[config.mk]
export PLATFORM = sky130hd
export DESIGN_NAME = z80_bus_bridge
export DESIGN_NICKNAME = d
export VERILOG_FILES = /design/src/rtl/z80_bus_bridge.sv
export SDC_FILE = /design/constraint.sdc
export NUM_CORES = 1
export LEC_CHECK = 0
export BUFFER_PORTS_ARGS = -buffer_cell sky130_fd_sc_hd__buf_2
export CAP_MARGIN = 40
export CORE_AREA = 2 2 74 76
export DETAILED_ROUTE_END_ITERATION = 12
export DIE_AREA = 0 0 76 78
export GPL_TIMING_DRIVEN = 0
export SLEW_MARGIN = 20
export SYNTH_ARGS = -nofsm -noshare
export SYNTH_HDL_FRONTEND = slang
export SYNTH_SLANG_ARGS = --single-unit
[constraint.sdc]
create_clock -name clk -period 1.5 [get_ports clk]
set_clock_uncertainty 0.1 [all_clocks]
set_input_delay 0.15 -clock clk [delete_from_list [all_inputs] [get_ports clk]]
set_output_delay 0.15 -clock clk [all_outputs]
set_load 0.05 [all_outputs]
[src/rtl/z80_bus_bridge.sv]
// Z80 CPU bus to single-port synchronous byte memory bridge.
// Turns held strobes into one-cycle pulses and stalls reads for in-flight data.
module z80_bus_bridge #(
  parameter logic [15:0] WP_TOP = 16'h0000
) (
  input  logic        clk,
  input  logic        rst_n,
  input  logic [15:0] cpu_addr,
  input  logic [7:0]  cpu_dout,
  output logic [7:0]  cpu_din,
  input  logic        cpu_mreq_n,
  input  logic        cpu_rd_n,
  input  logic        cpu_wr_n,
  input  logic        cpu_rfsh_n,
  output logic        cpu_wait_n,
  output logic [15:0] mem_addr,
  output logic [7:0]  mem_data_in,
  output logic        mem_rd,
  output logic        mem_wr,
  input  logic [7:0]  mem_data_out,
  output logic        wp_fault,
  output logic [7:0]  wp_fault_cnt
);

  typedef enum logic [2:0] {
    S_IDLE,
    S_RD_ISSUE,
    S_RD_CAPT,
    S_RD_HOLD,
    S_WR_HOLD
  } state_t;

  state_t      r_state;
  state_t      w_state_nxt;
  logic [15:0] r_mem_addr;
  logic [15:0] w_mem_addr_nxt;
  logic [7:0]  r_mem_data_in;
  logic [7:0]  w_mem_data_in_nxt;
  logic        r_mem_rd;
  logic        w_mem_rd_nxt;
  logic        r_mem_wr;
  logic        w_mem_wr_nxt;
  logic [7:0]  r_cpu_din;
  logic [7:0]  w_cpu_din_nxt;
  logic        r_wait_n;
  logic        w_wait_n_nxt;
  logic        r_wp_fault;
  logic        w_wp_fault_nxt;
  logic [7:0]  r_wp_cnt;
  logic [7:0]  w_wp_cnt_nxt;

  logic        w_req_ok;
  logic        w_rd_req;
  logic        w_wr_req;
  logic        w_wp_hit;
  logic [16:0] w_addr_p1;

  // Refresh cycles never count; rd+wr together resolves to a read.
  assign w_req_ok = !cpu_mreq_n && cpu_rfsh_n;
  assign w_rd_req = w_req_ok && !cpu_rd_n;
  assign w_wr_req = w_req_ok && cpu_rd_n && !cpu_wr_n;

  // addr < WP_TOP, written so WP_TOP == 0 never matches.
  assign w_addr_p1 = {1'b0, cpu_addr} + 17'd1;
  assign w_wp_hit  = w_addr_p1 <= {1'b0, WP_TOP};

  always_comb begin
    w_state_nxt       = r_state;
    w_mem_addr_nxt    = r_mem_addr;
    w_mem_data_in_nxt = r_mem_data_in;
    w_mem_rd_nxt      = 1'b0;
    w_mem_wr_nxt      = 1'b0;
    w_cpu_din_nxt     = r_cpu_din;
    w_wait_n_nxt      = r_wait_n;
    w_wp_fault_nxt    = 1'b0;
    w_wp_cnt_nxt      = r_wp_cnt;
    case (r_state)
      S_IDLE: begin
        unique case (1'b1)
          w_rd_req: begin
            w_mem_addr_nxt = cpu_addr;
            w_mem_rd_nxt   = 1'b1;
            w_wait_n_nxt   = 1'b0;
            w_state_nxt    = S_RD_ISSUE;
          end
          w_wr_req: begin
            w_mem_addr_nxt    = cpu_addr;
            w_mem_data_in_nxt = cpu_dout;
            if (w_wp_hit) begin
              w_wp_fault_nxt = 1'b1;
              if (r_wp_cnt != 8'hFF)
                w_wp_cnt_nxt = r_wp_cnt + 8'd1;
            end else begin
              w_mem_wr_nxt = 1'b1;
            end
            w_state_nxt = S_WR_HOLD;
          end
          default: ;
        endcase
      end
      S_RD_ISSUE: begin
        w_state_nxt = S_RD_CAPT;
      end
      S_RD_CAPT: begin
        w_cpu_din_nxt = mem_data_out;
        w_wait_n_nxt  = 1'b1;
        w_state_nxt   = S_RD_HOLD;
      end
      S_RD_HOLD: begin
        if (cpu_mreq_n || cpu_rd_n)
          w_state_nxt = S_IDLE;
      end
      S_WR_HOLD: begin
        if (cpu_mreq_n || cpu_wr_n)
          w_state_nxt = S_IDLE;
      end
      default: begin
        w_state_nxt  = S_IDLE;
        w_wait_n_nxt = 1'b1;
      end
    endcase
  end

  always_ff @(posedge clk or negedge rst_n) begin
    if (!rst_n) begin
      r_state       <= S_IDLE;
      r_mem_addr    <= 16'h0000;
      r_mem_data_in <= 8'h00;
      r_mem_rd      <= 1'b0;
      r_mem_wr      <= 1'b0;
      r_cpu_din     <= 8'h00;
      r_wait_n      <= 1'b1;
      r_wp_fault    <= 1'b0;
      r_wp_cnt      <= 8'h00;
    end else begin
      r_state       <= w_state_nxt;
      r_mem_addr    <= w_mem_addr_nxt;
      r_mem_data_in <= w_mem_data_in_nxt;
      r_mem_rd      <= w_mem_rd_nxt;
      r_mem_wr      <= w_mem_wr_nxt;
      r_cpu_din     <= w_cpu_din_nxt;
      r_wait_n      <= w_wait_n_nxt;
      r_wp_fault    <= w_wp_fault_nxt;
      r_wp_cnt      <= w_wp_cnt_nxt;
    end
  end

  assign mem_addr     = r_mem_addr;
  assign mem_data_in  = r_mem_data_in;
  assign mem_rd       = r_mem_rd;
  assign mem_wr       = r_mem_wr;
  assign cpu_din      = r_cpu_din;
  assign cpu_wait_n   = r_wait_n;
  assign wp_fault     = r_wp_fault;
  assign wp_fault_cnt = r_wp_cnt;

endmodule

======== After elaboration in Yosys (flattened, before gate mapping) ========
Cells that the tools add are included.
storage, ports and cells
  register bits ........................... 47
operators by class
  $add $sub $neg .......................... 2
  magnitude comparators ................... 1
  multiplexer cells ....................... 14
  eq/ne operators ......................... 9
  reduce and logical (&&, ||, !) cells .... 17
  bitwise gates (word level) .............. 1
operator list
  operator                                                                            count
  16-bit by 1-bit adder with 17-bit output (second input constant)                    1
  17-bit by 1-bit less-or-equal comparator with 1-bit output (second input constant)  1
  3-bit one-hot mux with 5 select lines                                               1
  1-bit two-way mux                                                                   9
  8-bit by 1-bit adder with 8-bit output (second input constant)                      1
  8-bit != test (second input constant)                                               1
  3-bit by 2-bit == test with 1-bit output (second input constant)                    2
  3-bit two-way mux                                                                   2
  2-bit != test (second input constant)                                               3
  3-bit one-hot mux with 2 select lines                                               1
  2-bit AND reduction                                                                 3
  1-bit logical AND                                                                   4
  4-bit AND reduction                                                                 1
  3-bit by 1-bit == test with 1-bit output (second input constant)                    1
  3-bit == test (second input constant)                                               1
  1-bit logical NOT                                                                   3
  3-bit logical NOT                                                                   1
  3-bit != test (second input constant)                                               1
  3-bit AND reduction                                                                 1
  3-bit OR reduction                                                                  1
  1-bit logical OR                                                                    2
  1-bit one-hot mux with 2 select lines                                               1
  2-bit OR reduction                                                                  1
  1-bit NOT                                                                           1

======== Longest topological paths before layout ========
Gate-level depths: netlist of run 1.
  depth in word-level cells ............... 6
  depth in mapped cells ................... 5

======== Worst setup path before layout of run 1 ========
No wires, ideal clock.
  path type ............................... register -> register
  start point ............................. register r_state[1]
  end point ............................... register r_mem_addr[10] (netlist: mem_addr[10])
  path slack .............................. -0.095 ns
  stages on the path, launching flop included .. 5
  clock period less this slack ............ 1.595 ns
  arrival time ............................ 1.369 ns
  path through ............................ dfrtp_1 > nor4b_4 > nand2_4 > buf_6 > mux2_4
between the ends
  longest elaborated chain between the ends .. 2
ends and longest elaborated chain
  what                                  line  text
  start: declaration                    33    state_t r_state;
  start signal: assignment              136   r_state <= w_state_nxt;
  3-bit logical NOT                     77    case (r_state)
  2-bit AND reduction (no source line)  -
  end signal: assignment                137   r_mem_addr <= w_mem_addr_nxt;
  end: declaration                      35    logic [15:0] r_mem_addr;
Every way passes these cells.
A chain may end at the register's enable or synchronous reset.

======== Final worst setup path of run 1 ========
  start point ............................. register r_state[0]
  end point ............................... register r_mem_addr[7] (netlist: mem_addr[7])
Same word-level chain as after synthesis.

==> flow_summary.json, run 1 <==
{
  "path_class": "reg -> reg",
  "violations": "setup timing",
  "clkSinkCount": 47,
  "ff_latch_area_mm2": 0.00118,
  "fp.dieH_um": 78,
  "startpoint_type": "flop",
  "grt_usage": 0.145,
  "fillers": 428,
  "cp_max_fo": 10,
  "hp-class": "in -> reg",
  "synth.net_count": 149,
  "syn2layout_area_growth_pct": 59.3,
  "cts_buffers": 5,
  "crit_required_ns": 1.58,
  "rsz0062_at_grt": "true",
  "cp-end-kind": "flop",
  "peakVddDrop_mv": 1.09,
  "finalInstanceArea_mm2": 0.00281,
  "tns_ns": -1.02,
  "tightest_slew_ns": 0.676,
  "slowest_delay_ns": 0.45,
  "seqPwrFrac": 0.345,
  "power.density_mw_per_mm2": 2060,
  "clock_path_buffers": 2,
  "wl_per_cell_um": 13.0,
  "multiInputGateArea_um2": 567,
  "cellLeakagePower_nw": 1.44,
  "cp_slowest_cell": "dfrtp_2",
  "layout_setup_ws_ns": -0.0672,
  "synth_area_mm2": 0.00176,
  "grt_pass1_vias": 1428,
  "diodes": 0,
  "placed_cell_area_mm2": 0.00228,
  "cts_tree": "built",
  "grt_max_degree": 30,
  "maxCapViolCount": 0,
  "synth_seq_area_share": 0.667,
  "grt_pass1_wl_mm": 6.78,
  "synth_cell_types": 19,
  "clock_latency_ns": 0.29,
  "critical_path.top_delay_family": "flip-flops",
  "cts_max_level": 2,
  "p_switching_mw": 2.76,
  "comb_power_share": 0.523,
  "antenna_found_initial": 0,
  "fmax_mhz": 638,
  "final_cells": 310,
  "path_buf_inv": 1,
  "p_int_mw": 3.03,
  "clk_pin_slew_worst_paths_ns": 0.09,
  "syn_inst": 111,
  "fin_nets": 277,
  "status": "finished, violations left",
  "critPathArrivalTime_ns": 1.65,
  "drtPass1Iterations": 3,
  "place_ws_ns": -0.232,
  "grt_remaining_overflow": 0,
  "vias": 1323,
  "initial_utilization": 0.350,
  "die_w_um": 76,
  "synth-seq-cells": 47,
  "finalHoldViolCount": 0,
  "switching_share": 0.477,
  "syn_avg_cell_area_um2": 15.9,
  "period_share": 1.04,
  "worstPathCellList": "nor4b_4, nand2_4, buf_12, mux2_4",
  "core_mm2": 0.00504,
  "finalMaxSlewViolations": 0,
  "wl_mm": 4.04,
  "ant_nets": 0,
  "drive_gt1_frac": 0.567,
  "io_buffers": 81,
  "clockPowerShare": 0.132,
  "finalWeightedCongestion": 0.690,
  "slew-limit-headroom": 0.550,
  "place_inst": 263,
  "num_io_pins": 82,
  "dpl.hpwl_mm": 2.57,
  "setup_viol": 24,
  "ys_warn_count": 0,
  "fin_util": 0.557,
  "drt_iter0_markers": 28,
  "avgViaCountPerCell": 4.27,
  "drc": 0,
  "die-area_mm2": 0.00593,
  "final.min_clock_period_ns": 1.57,
  "root_buffer": "clkbuf_8",
  "row_count": 26
}
==> area by class of cell <==
| cell class | count | area share |
|---|---|---|
| inverters | 2 | 0.00267 |
| repair buffers | 122 | 0.294 |
| plain buffers | 9 | 0.0178 |
| clock inverters | 3 | 0.00846 |
| clock buffers | 5 | 0.0245 |
| flip-flops and latches | 47 | 0.419 |
| well taps | 70 | 0.0312 |
| multi-input cells | 52 | 0.202 |
==> worst reg2reg max path, delay by kind of cell (launching register included) <==
family / cells / cell delay, ns
mux: 1 / 0.30
flops: 1 / 0.45
buf+inv: 1 / 0.17
simple gates: 2 / 0.43
==> routing by layer <==
layer	up-vias	track usage	share of wire
met5	-	0	0
met4	0	0.0582	0.023
met3	8	0.0419	0.051
met2	44	0.253	0.53
met1	643	0.169	0.40
li1	628	-	-
==> through the flow <==
step           hold WS (ns)  total power [mW]
2_1_floorplan        -0.246              4.24
3_3_place_gp          0.250              4.87
3_5_place_dp          0.128              4.92
4_1_cts             0.00689              5.85
5_1_grt              0.0944              6.09
6_report              0.101              5.79
==> cells in the mapped netlist, drive strengths merged <==
cell / number / area [um2]
dfrtp: 46 / 1150
mux2: 32 / 398
clkbuf: 9 / 33.8
a21oi: 5 / 25.0
nor2: 4 / 17.5
nor4b: 3 / 41.3
inv: 2 / 7.51
nand2: 2 / 17.5
nor3b: 2 / 15.0
buf: 1 / 11.3
conb: 1 / 3.75
dfstp: 1 / 26.3
nand2b: 1 / 6.26
nor3: 1 / 5.00
o21ai: 1 / 5.00
==> power groups by stage <==
stage	registers, mW	clock network, mW	logic, mW
final	2.00	0.767	3.03
after global routing	2.07	0.858	3.16
after detailed placement	2.01	0	2.92
after CTS	1.99	0.817	3.04
after floorplan	3.56	0	0.685
after global placement	1.99	0	2.88
==> flip-flops by register name, indices dropped and copies added, names as in the netlist <==
register and count:
wp_fault_cnt 8, r_state 3, mem_rd 1, cpu_wait_n 1, mem_wr 1, mem_data_in 8
cpu_din 8, wp_fault 1, mem_addr 16
==> final timing paths <==
path | start | to | slack (ns) | cells after the start
max in group asynchronous | rst_n | cpu_wait_n | 0.37 | 3
setup reg to reg | r_state[0] | mem_addr[7] | -0.07 | 4
min in group asynchronous | rst_n | wp_fault_cnt[0] | 0.32 | 2
hold / removal | cpu_rfsh_n | r_state[2] | 0.10 | 3
setup / recovery | r_state[0] | mem_addr[7] | -0.07 | 4
hold reg to reg | wp_fault_cnt[0] | wp_fault_cnt[0] | 0.36 | 1
==> layout by cell type, fill, tap and decap left out, types with 2 or more instances in the layout <==
cell type / instances
dfrtp_1: 45
clkbuf_8: 5
nor4b_1: 2
clkinvlp_4: 2
nor2_1: 3
buf_4: 3
a21oi_1: 4
inv_1: 2
mux2_2: 22
buf_2: 81
nor3b_2: 2
dlygate4sd3_1: 36
clkbuf_1: 8
mux2_4: 10
==> cells by family after synthesis <==
kind of cell | count (synthesis) | synth area share
mux | 32 | 0.226
simple gates | 13 | 0.0582
buf+inv | 12 | 0.0298
flops | 47 | 0.667
compound gates | 6 | 0.0170
other cells | 1 | 0.00213
==> timing repair <==
action	4_1_cts	5_1_grt
hold endpoints to repair	61	1
setup endpoints to repair	32	32
buffers inserted	4	0
gates resized for setup	7	3
pin swaps	2	1
hold buffers	35	1
Power figures use the tool's default switching activity.
==> run 2: changes to the inputs <==
CORE_AREA = 2 2 88 65   (was 2 2 74 76)
DIE_AREA = 0 0 90 67   (was 0 0 76 78)
SETUP_SLACK_MARGIN = 0.1   (was not set)
clock period = 1.55 ns   (was 1.5 ns; I/O delays follow)
==> run 2 against run 1 <==
Against the previous run:
- the flow still finishes with violations (setup timing)
- critical path depth stayed put
- non-clock buffer count is 2 higher
- combinational power is 5% higher
- sequential share of layout area is 0.74 points lower
- fmax is 0.24% higher
- clock-buffer cell count is 1 higher
- clock power is 7.7% lower
- die area is 1.7% higher
- sequential cell count stayed put
- via count is 0.23% lower
- critical path type unchanged
- largest cell class unchanged
- largest power group unchanged
- highest routed layer unchanged
==> flow_summary.json, run 2 (same netlist as run 1, synthesis figures left out) <==
{
  "die-area_mm2": 0.00603,
  "largest_register_ffs": 16,
  "rrSetupSlack_ns": -0.01,
  "power.density_mw_per_mm2": 2030,
  "syn2layout_area_growth_pct": 62.3,
  "critPathArrivalTime_ns": 1.64,
  "grt_pass1_vias": 1407,
  "clkSinkCount": 47,
  "root_buffer": "clkbuf_8",
  "finalMaxSlewViolations": 0,
  "cts_max_level": 2,
  "clk_pin_slew_worst_paths_ns": 0.09,
  "vias": 1320,
  "finalHoldViolCount": 0,
  "timing.rr.end": "mem_addr[12]",
  "grt_max_degree": 30,
  "layout_commonest_cell": "buf_2",
  "status": "finished, violations left",
  "finalWeightedCongestion": 0.767,
  "cp_max_fo": 10,
  "tns_ns": -0.0539,
  "cts_buffers": 5,
  "drive_gt1_frac": 0.574,
  "drc": 0,
  "rsz0062_at_grt": "true",
  "most-common-layout-cells": "81 x buf_2, 44 x dfrtp_1, 36 x dlygate4sd3_1",
  "grt_usage": 0.141,
  "io_buffers": 81,
  "crit_end": "mem_addr[12]",
  "clock_path_buffers": 2,
  "dpl.hpwl_mm": 2.44,
  "initial_utilization": 0.345,
  "cp-end-kind": "flop",
  "wl_mm": 3.93,
  "drtPass1Iterations": 4,
  "grt_remaining_overflow": 0,
  "avgViaCountPerCell": 4.20,
  "crit_required_ns": 1.62,
  "clock_latency_ns": 0.29,
  "layout_setup_ws_ns": -0.0135,
  "cts_tree": "built",
  "period_share": 1.01,
  "cellLeakagePower_nw": 1.49,
  "ant_nets": 0,
  "fmax_mhz": 640,
  "setup_viol": 14,
  "wl_per_cell_um": 12.5,
  "die_w_um": 90,
  "diodes": 0,
  "crit_start": "r_state[0]",
  "final.min_clock_period_ns": 1.56,
  "num_io_pins": 82,
  "maxCapViolCount": 0,
  "r2r_cells": 4,
  "fin_nets": 279,
  "core_mm2": 0.00512,
  "peakVddDrop_mv": 1.11,
  "hp-class": "in -> reg",
  "r2r-start": "r_state[0]",
  "grt_pass1_wl_mm": 6.56,
  "violations": "setup timing",
  "startpoint_type": "flop",
  "drt_iter0_markers": 16,
  "fp.dieH_um": 67,
  "row_count": 22,
  "path_class": "reg -> reg",
  "antenna_found_initial": 0,
  "holdWs_ns": 0.119
}
run 2: timing repair:
action	CTS	global route
gates cloned	0	0
setup endpoints to repair	32	33
hold buffers	36	0
hold endpoints to repair	52	0
resized for setup	7	13
pin swaps	2	2
setup buffers	3	3
run 2: worst min-delay path by stage:
stage,start,endpoint,slack [ns],cells past startpoint
2_1_floorplan,rst_n,cpu_din[0],-0.24,0
3_3_place_gp,cpu_wr_n,r_state[2],0.27,2
3_5_place_dp,rst_n,cpu_din[0],0.02,1
4_1_cts,cpu_rfsh_n,r_state[2],0.10,3
5_1_grt,cpu_rfsh_n,r_state[2],0.11,3
6_report,cpu_rfsh_n,r_state[2],0.12,3
run 2: power by group:
| part | switching (mW) | internal, mW | leakage (nW) | total [mW] |
|---|---|---|---|---|
| Clock | 0.393 | 0.316 | 0.0412 | 0.708 |
| Sequential | 0.243 | 1.69 | 0.588 | 1.93 |
| Combinational | 2.07 | 1.12 | 0.859 | 3.19 |
| Total | 2.71 | 3.12 | 1.49 | 5.82 |
run 2: cell type report:
class                           instances  area [um2]
Buffer                                  9        50.0
Clock buffer                            6        72.6
Clock inverter                          2        12.5
Fill cell                             449        2260
Inverter                                2        7.51
Multi-Input combinational cell         52         604
Sequential cell                        47        1180
Tap cell                               72        90.1
Timing Repair Buffer                  124         847
run 2: metal layers:
layer / global-route usage / wire length (um)
met1: 0.173 / 1790
met2: 0.227 / 1780
met3: 0.0498 / 288
met4: 0.0615 / 67
met5: 0 / 0
run 2: worst max-delay path, stage by stage, from the launching register on:
cell,delay [ns]
dfrtp_2,0.45
nor4b_4,0.33
nand2_4,0.10
buf_12,0.17
mux2_4,0.29
run 2: stage by stage:
stage	power, mW	util	setup WS [ns]	cell area (um2)	std cells
global route	6.14	0.559	-0.0749	2860	314
detailed placement	4.74	0.445	-0.151	2280	265
finish	5.82	0.559	-0.0135	2860	314
global placement	4.72	0.441	-0.154	2260	264
CTS	5.59	0.543	-0.0382	2780	311
floorplan	4.11	-	-0.0239	1760	111
